==> src/rtl/alu_exec_if.sv <==
// Handshake and data bundle between the EX-stage controller and the ALU execution unit.
// The master side issues operations. The slave side returns results and status flags.
interface alu_exec_if #(
    parameter int unsigned WIDTH = 32
);
    logic             start;
    logic [3:0]       op;
    logic [WIDTH-1:0] a;
    logic [WIDTH-1:0] b;
    logic             busy;
    logic             done;
    logic [WIDTH-1:0] result;
    logic [WIDTH-1:0] hi;
    logic [WIDTH-1:0] lo;
    logic             zero;
    logic             overflow;
    logic             illegal;

    modport master (
        output start, op, a, b,
        input  busy, done, result, hi, lo, zero, overflow, illegal
    );

    modport slave (
        input  start, op, a, b,
        output busy, done, result, hi, lo, zero, overflow, illegal
    );
endinterface

==> src/rtl/alu_exec_unit.sv <==
// EX-stage ALU: single-cycle logic/arith ops plus an iterative shift-add unsigned multiplier.
// A registered done pulse marks each completion; busy lets the controller stall during MULTU.
module alu_exec_unit #(
    parameter int unsigned WIDTH = 32
) (
    input  logic         clk,
    input  logic         rst,
    alu_exec_if.slave    bus
);
    localparam int unsigned CntW = $clog2(WIDTH + 1);

    localparam logic [3:0] OpAnd  = 4'b0000;
    localparam logic [3:0] OpOr   = 4'b0001;
    localparam logic [3:0] OpAdd  = 4'b0010;
    localparam logic [3:0] OpSub  = 4'b0110;
    localparam logic [3:0] OpSlt  = 4'b0111;
    localparam logic [3:0] OpNor  = 4'b1100;
    localparam logic [3:0] OpMulu = 4'b1000;

    typedef enum logic [0:0] {StIdle, StMul} state_e;

    state_e           state_q;
    logic             busy_q;
    logic             done_q;
    logic [WIDTH-1:0] result_q;
    logic [WIDTH-1:0] hi_q;
    logic [WIDTH-1:0] lo_q;
    logic             zero_q;
    logic             overflow_q;
    logic             illegal_q;
    logic [WIDTH-1:0] mcand_q;
    logic [WIDTH-1:0] mplier_q;
    logic [WIDTH-1:0] acc_q;
    logic [CntW-1:0]  count_q;

    logic [WIDTH-1:0] alu_res;
    logic             alu_ovf;
    logic             alu_ill;
    logic [WIDTH-1:0] b_neg;
    logic [WIDTH-1:0] sum;
    logic [WIDTH-1:0] diff;

    logic [WIDTH:0]   step_sum;
    logic [WIDTH-1:0] acc_nxt;
    logic [WIDTH-1:0] mplier_nxt;

    // Single-cycle datapath
    always_comb begin
        alu_res = '0;
        alu_ovf = 1'b0;
        alu_ill = 1'b0;
        b_neg   = ~bus.b + WIDTH'(1);
        sum     = bus.a + bus.b;
        diff    = bus.a + b_neg;
        case (bus.op)
            OpAnd: alu_res = bus.a & bus.b;
            OpOr:  alu_res = bus.a | bus.b;
            OpNor: alu_res = ~(bus.a | bus.b);
            OpAdd: begin
                alu_res = sum;
                alu_ovf = (bus.a[WIDTH-1] == bus.b[WIDTH-1]) &&
                          (sum[WIDTH-1] != bus.a[WIDTH-1]);
            end
            OpSub: begin
                alu_res = diff;
                alu_ovf = (bus.a[WIDTH-1] == b_neg[WIDTH-1]) &&
                          (diff[WIDTH-1] != bus.a[WIDTH-1]);
            end
            OpSlt: alu_res = {{(WIDTH-1){1'b0}}, ($signed(bus.a) < $signed(bus.b))};
            default: alu_ill = 1'b1;
        endcase
    end

    // One multiplier step: conditional add into the upper half, then shift {carry,acc,mplier} right
    always_comb begin
        step_sum   = mplier_q[0] ? ({1'b0, acc_q} + {1'b0, mcand_q}) : {1'b0, acc_q};
        acc_nxt    = step_sum[WIDTH:1];
        mplier_nxt = {step_sum[0], mplier_q[WIDTH-1:1]};
    end

    always_ff @(posedge clk) begin
        if (rst) begin
            state_q    <= StIdle;
            busy_q     <= 1'b0;
            done_q     <= 1'b0;
            result_q   <= '0;
            hi_q       <= '0;
            lo_q       <= '0;
            zero_q     <= 1'b0;
            overflow_q <= 1'b0;
            illegal_q  <= 1'b0;
            mcand_q    <= '0;
            mplier_q   <= '0;
            acc_q      <= '0;
            count_q    <= '0;
        end else begin
            done_q <= 1'b0;
            case (state_q)
                StIdle: begin
                    if (bus.start) begin
                        if (bus.op == OpMulu) begin
                            mcand_q  <= bus.a;
                            mplier_q <= bus.b;
                            acc_q    <= '0;
                            count_q  <= '0;
                            busy_q   <= 1'b1;
                            state_q  <= StMul;
                        end else begin
                            result_q   <= alu_res;
                            zero_q     <= (alu_res == '0);
                            overflow_q <= alu_ovf;
                            illegal_q  <= alu_ill;
                            done_q     <= 1'b1;
                        end
                    end
                end
                StMul: begin
                    acc_q    <= acc_nxt;
                    mplier_q <= mplier_nxt;
                    count_q  <= count_q + CntW'(1);
                    if (count_q == CntW'(WIDTH - 1)) begin
                        hi_q       <= acc_nxt;
                        lo_q       <= mplier_nxt;
                        result_q   <= mplier_nxt;
                        zero_q     <= (mplier_nxt == '0);
                        overflow_q <= 1'b0;
                        illegal_q  <= 1'b0;
                        done_q     <= 1'b1;
                        busy_q     <= 1'b0;
                        state_q    <= StIdle;
                    end
                end
                default: state_q <= StIdle;
            endcase
        end
    end

    assign bus.busy     = busy_q;
    assign bus.done     = done_q;
    assign bus.result   = result_q;
    assign bus.hi       = hi_q;
    assign bus.lo       = lo_q;
    assign bus.zero     = zero_q;
    assign bus.overflow = overflow_q;
    assign bus.illegal  = illegal_q;
endmodule

==> src/flat_wrapper.sv <==
// flat-port wrapper written by rule: the top's interface ports become plain ports
module alu_exec_unit_flat 
#(
    parameter int unsigned WIDTH = 32
)
  (clk, rst, bus_start, bus_op, bus_a, bus_b, bus_busy, bus_done, bus_result, bus_hi, bus_lo, bus_zero, bus_overflow, bus_illegal);
  alu_exec_if #(.WIDTH(WIDTH)) bus_i ();
  input  logic clk;
  input  logic rst;
  input wire logic [$bits(bus_i.start)-1:0] bus_start;
  input wire logic [$bits(bus_i.op)-1:0] bus_op;
  input wire logic [$bits(bus_i.a)-1:0] bus_a;
  input wire logic [$bits(bus_i.b)-1:0] bus_b;
  output wire logic [$bits(bus_i.busy)-1:0] bus_busy;
  output wire logic [$bits(bus_i.done)-1:0] bus_done;
  output wire logic [$bits(bus_i.result)-1:0] bus_result;
  output wire logic [$bits(bus_i.hi)-1:0] bus_hi;
  output wire logic [$bits(bus_i.lo)-1:0] bus_lo;
  output wire logic [$bits(bus_i.zero)-1:0] bus_zero;
  output wire logic [$bits(bus_i.overflow)-1:0] bus_overflow;
  output wire logic [$bits(bus_i.illegal)-1:0] bus_illegal;
  assign bus_i.start = bus_start;
  assign bus_i.op = bus_op;
  assign bus_i.a = bus_a;
  assign bus_i.b = bus_b;
  assign bus_busy = bus_i.busy;
  assign bus_done = bus_i.done;
  assign bus_result = bus_i.result;
  assign bus_hi = bus_i.hi;
  assign bus_lo = bus_i.lo;
  assign bus_zero = bus_i.zero;
  assign bus_overflow = bus_i.overflow;
  assign bus_illegal = bus_i.illegal;
  alu_exec_unit #(.WIDTH(WIDTH)) u_core (.clk(clk), .rst(rst), .bus(bus_i));
endmodule
==> config.mk <==
export PLATFORM = sky130hd
export DESIGN_NAME = alu_exec_unit_flat
export DESIGN_NICKNAME = d
export VERILOG_FILES = /design/src/rtl/alu_exec_if.sv /design/src/rtl/alu_exec_unit.sv /design/src/flat_wrapper.sv
export SDC_FILE = /design/constraint.sdc
export NUM_CORES = 1
export LEC_CHECK = 0
export CORE_MARGIN = 5
export CORE_UTILIZATION = 50
export DETAILED_ROUTE_END_ITERATION = 10
export DONT_BUFFER_PORTS = 1
export PLACE_DENSITY_LB_ADDON = 0.08
export SLEW_MARGIN = 25
export SYNTH_ARGS = -nofsm -noshare
export SYNTH_HDL_FRONTEND = slang
export SYNTH_SLANG_ARGS = --single-unit
==> constraint.sdc <==
create_clock -name clk -period 18.2 [get_ports clk]
set_clock_uncertainty 0.2 [all_clocks]
set_input_delay 3.64 -clock clk [delete_from_list [all_inputs] [get_ports clk]]
set_output_delay 3.64 -clock clk [all_outputs]
set_load 0.05 [all_outputs]
==> impl_metrics.toml <==
[logic_synthesis]
syn-mean-instance-area_um2 = 7.41
ys_types = 81
synth-edff-count = 0
post-synth-top-area-cell = "dfxtp_1"
synthTopCellsByArea = "dfxtp_1, ha_1, a21oi_1"
ys_seq_area_frac = 0.256
synth_top_area_frac = 0.256
synthArstFlopShare = 0
syn_area_mm2 = 0.0160
ys.warnings.count = 0
ys_ff_latch = 204
synth_most_common_cell = "nand2_1"
postSynthCellCount = 2156
synth_common_cells = "nand2_1, a21oi_1, dfxtp_1"
ys.flop_type = "dfxtp_1"
synth_fp_nets = 2396

[floorplan]
fp.dieArea_mm2 = 0.0356
core_area_mm2 = 0.0316
fp.dieW_um = 189
std_cell_rows = 65
initial_core_util = 0.506
die_h_um = 189
io_pins = 172

[sta]
timing.final.crit_share = 0.467
tightest_slew_ns = 0.970
final-setup-viol-count = 0
hold_violations = 0
max-slew-margin-rel = 0.354
fmax_ghz = 0.118
setup_tns_ns = 0
rsz0062_at_grt = "no"
drv_slew = 0
period_needed_ns = 8.49

[grt]
grt-ovfl-total = 0
grt_pass1_wl_um = 82300
grt_max_degree = 208
first_global_vias = 14200
antenna_found_initial = 0
gr-usage-all-layers = 0.284

[clock_tree]
postCtsResizedCells = 0
cts.path.max_buffers = 3
clock_sinks = 204
ctsHoldBuffers = 0
tritoncts = "done"
cts_buffers = 20
post-cts-setup-buffer-count = 0
htreeDepth = 1
clockRootBuffer = "clkbuf_16"
clk_latency_ns = 0.50
path_clk_slew_ns = 0.07

[routing]
ant_nets = 0
drcViolationCount = 0
vias = 15400
drtIter0Drc = 1573
viasPerCell = 6.20
detail_route.first_pass.iterations = 5
finalWirelength_um = 53500
wire_per_inst_um = 21.6

[final_layout]
area_delta_synth_final_pct = 5.35
n_antenna_cell = 0
nets = 2306
final_util = 0.533
filler_cell_count = 3125
regArea_mm2 = 0.00409
drive_gt1_frac = 0.0500
multiInputGateArea_mm2 = 0.0111

[hold_path]
hold_class = "flop to flop"
hold_start = "u_core.mcand_q[10]$_SDFFE_PP0P_"
hold_depth = 2

[power_and_ir_drop]
power_density_mw_per_mm2 = 66.0
finalPower_mw = 1.11
peakVddDrop_uv = 54.3
leakagePower_nw = 6.78

[flow_run]
drv_cap = 0

[status]
outcome = "finished clean"

[critical_path]
start_kind = "input port"
arrival_ns = 8.73
cp-startpoint = "bus_b[8]"
r2r_start = "u_core.acc_q[0]$_SDFFE_PP0P_"
cp_max_fo = 10
critPathKind = "input port to flop"
cp.required_ns = 18.44
r2r_cells = 13
cp-end-kind = "flop"

[placed_design]
gp_congestion = 0.988
dpl.hpwl_um = 40200
io_buffer_count = 0
-- area by class of cell --
class                   count  share of cell area
well taps                 402              0.0299
flip-flops and latches    204               0.243
clock buffers              27              0.0349
inverters                 105              0.0234
multi-input cells        1719               0.659
repair buffers             16             0.00714
clock inverters             9             0.00305
-- metrics by stage --
stage | hold slack (ns) | cell area (um^2) | cells | worst slack (ns)
4_1_cts | 0.261 | 16800 | 2482 | 9.71
3_3_place_gp | 0.245 | 16200 | 2446 | 9.27
2_1_floorplan | 0.240 | 16000 | 2156 | 9.68
6_report | 0.260 | 16800 | 2482 | 9.71
3_5_place_dp | 0.250 | 16200 | 2446 | 9.19
5_1_grt | 0.274 | 16800 | 2482 | 9.39
-- cells by family (layout without fill, tap and decap cells) --
group,count (synthesis),after routing,synth area share
buffers and inverters,233,157,0.0549
DFF,204,204,0.256
adders and majority gates,169,169,0.134
AOI/OAI and AO/OA,654,654,0.256
xor gates and xnor gates,98,98,0.0542
and+or+nand+nor,766,766,0.224
muxes,32,32,0.0213
-- final timing paths --
path | to | slack (ns)
worst min register to register | u_core.mcand_q[10]$_SDFFE_PP0P_ | 0.26
worst min-delay path | u_core.mcand_q[10]$_SDFFE_PP0P_ | 0.26
worst max register to register | u_core.acc_q[29]$_SDFFE_PP0P_ | 13.89
worst max-delay path | u_core.bus.zero$_SDFFE_PP0P_ | 9.71
-- layout by cell type, fill, tap and decap left out, types with 21 or more instances in the layout --
cell,synthesis,layout
nand2_1,299,297
a21oi_1,270,270
dfxtp_1,204,202
nor2_1,198,196
ha_1,166,166
inv_1,103,103
o21ai_0,102,102
xnor2_1,74,74
nor3_1,49,49
a21o_1,41,41
a211oi_1,40,40
nand3_1,35,34
nand4_1,26,26
and3_1,26,26
nand2b_1,23,23
xor2_1,23,23
clkbuf_16,0,21
-- worst max-delay path, stage by stage --
cell      delay [ns]
or4_4           0.54
or4_4           0.46
or3_2           0.44
or2_2           0.34
nor2_1          0.18
nand2_1         0.16
nor2_1          0.15
xnor2_1         0.14
ha_1            0.36
a21o_1          0.25
o21bai_1        0.15
a21o_1          0.19
a311oi_1        0.20
o21ai_0         0.23
nand4_1         0.19
a21oi_1         0.12
xor2_1          0.16
a221o_1         0.37
nor4bb_1        0.27
a41o_1          0.20
-- state kept, by name, indices dropped and copies added, names as in the netlist, 6 cells and up --
name	cells
u_core.bus.result	32
u_core.acc_q	32
u_core.count_q	6
u_core.bus.lo	32
u_core.mplier_q	32
u_core.mcand_q	32
u_core.bus.hi	32
-- metal layers --
layer	part of all wire	vias to the layer above	routed length, um	GRT usage
li1	-	7496	-	-
met1	0.45	7241	24300	0.404
met2	0.44	552	23300	0.448
met3	0.081	92	4320	0.0463
met4	0.028	0	1510	0.0737
met5	0	-	0	0
-- power breakdown --
group          internal (mW)  switching, mW
logic                 0.0867          0.136
clock network          0.228          0.180
registers              0.454         0.0263
total                  0.768          0.343
Note: power is estimated with default switching activity, not from simulation.
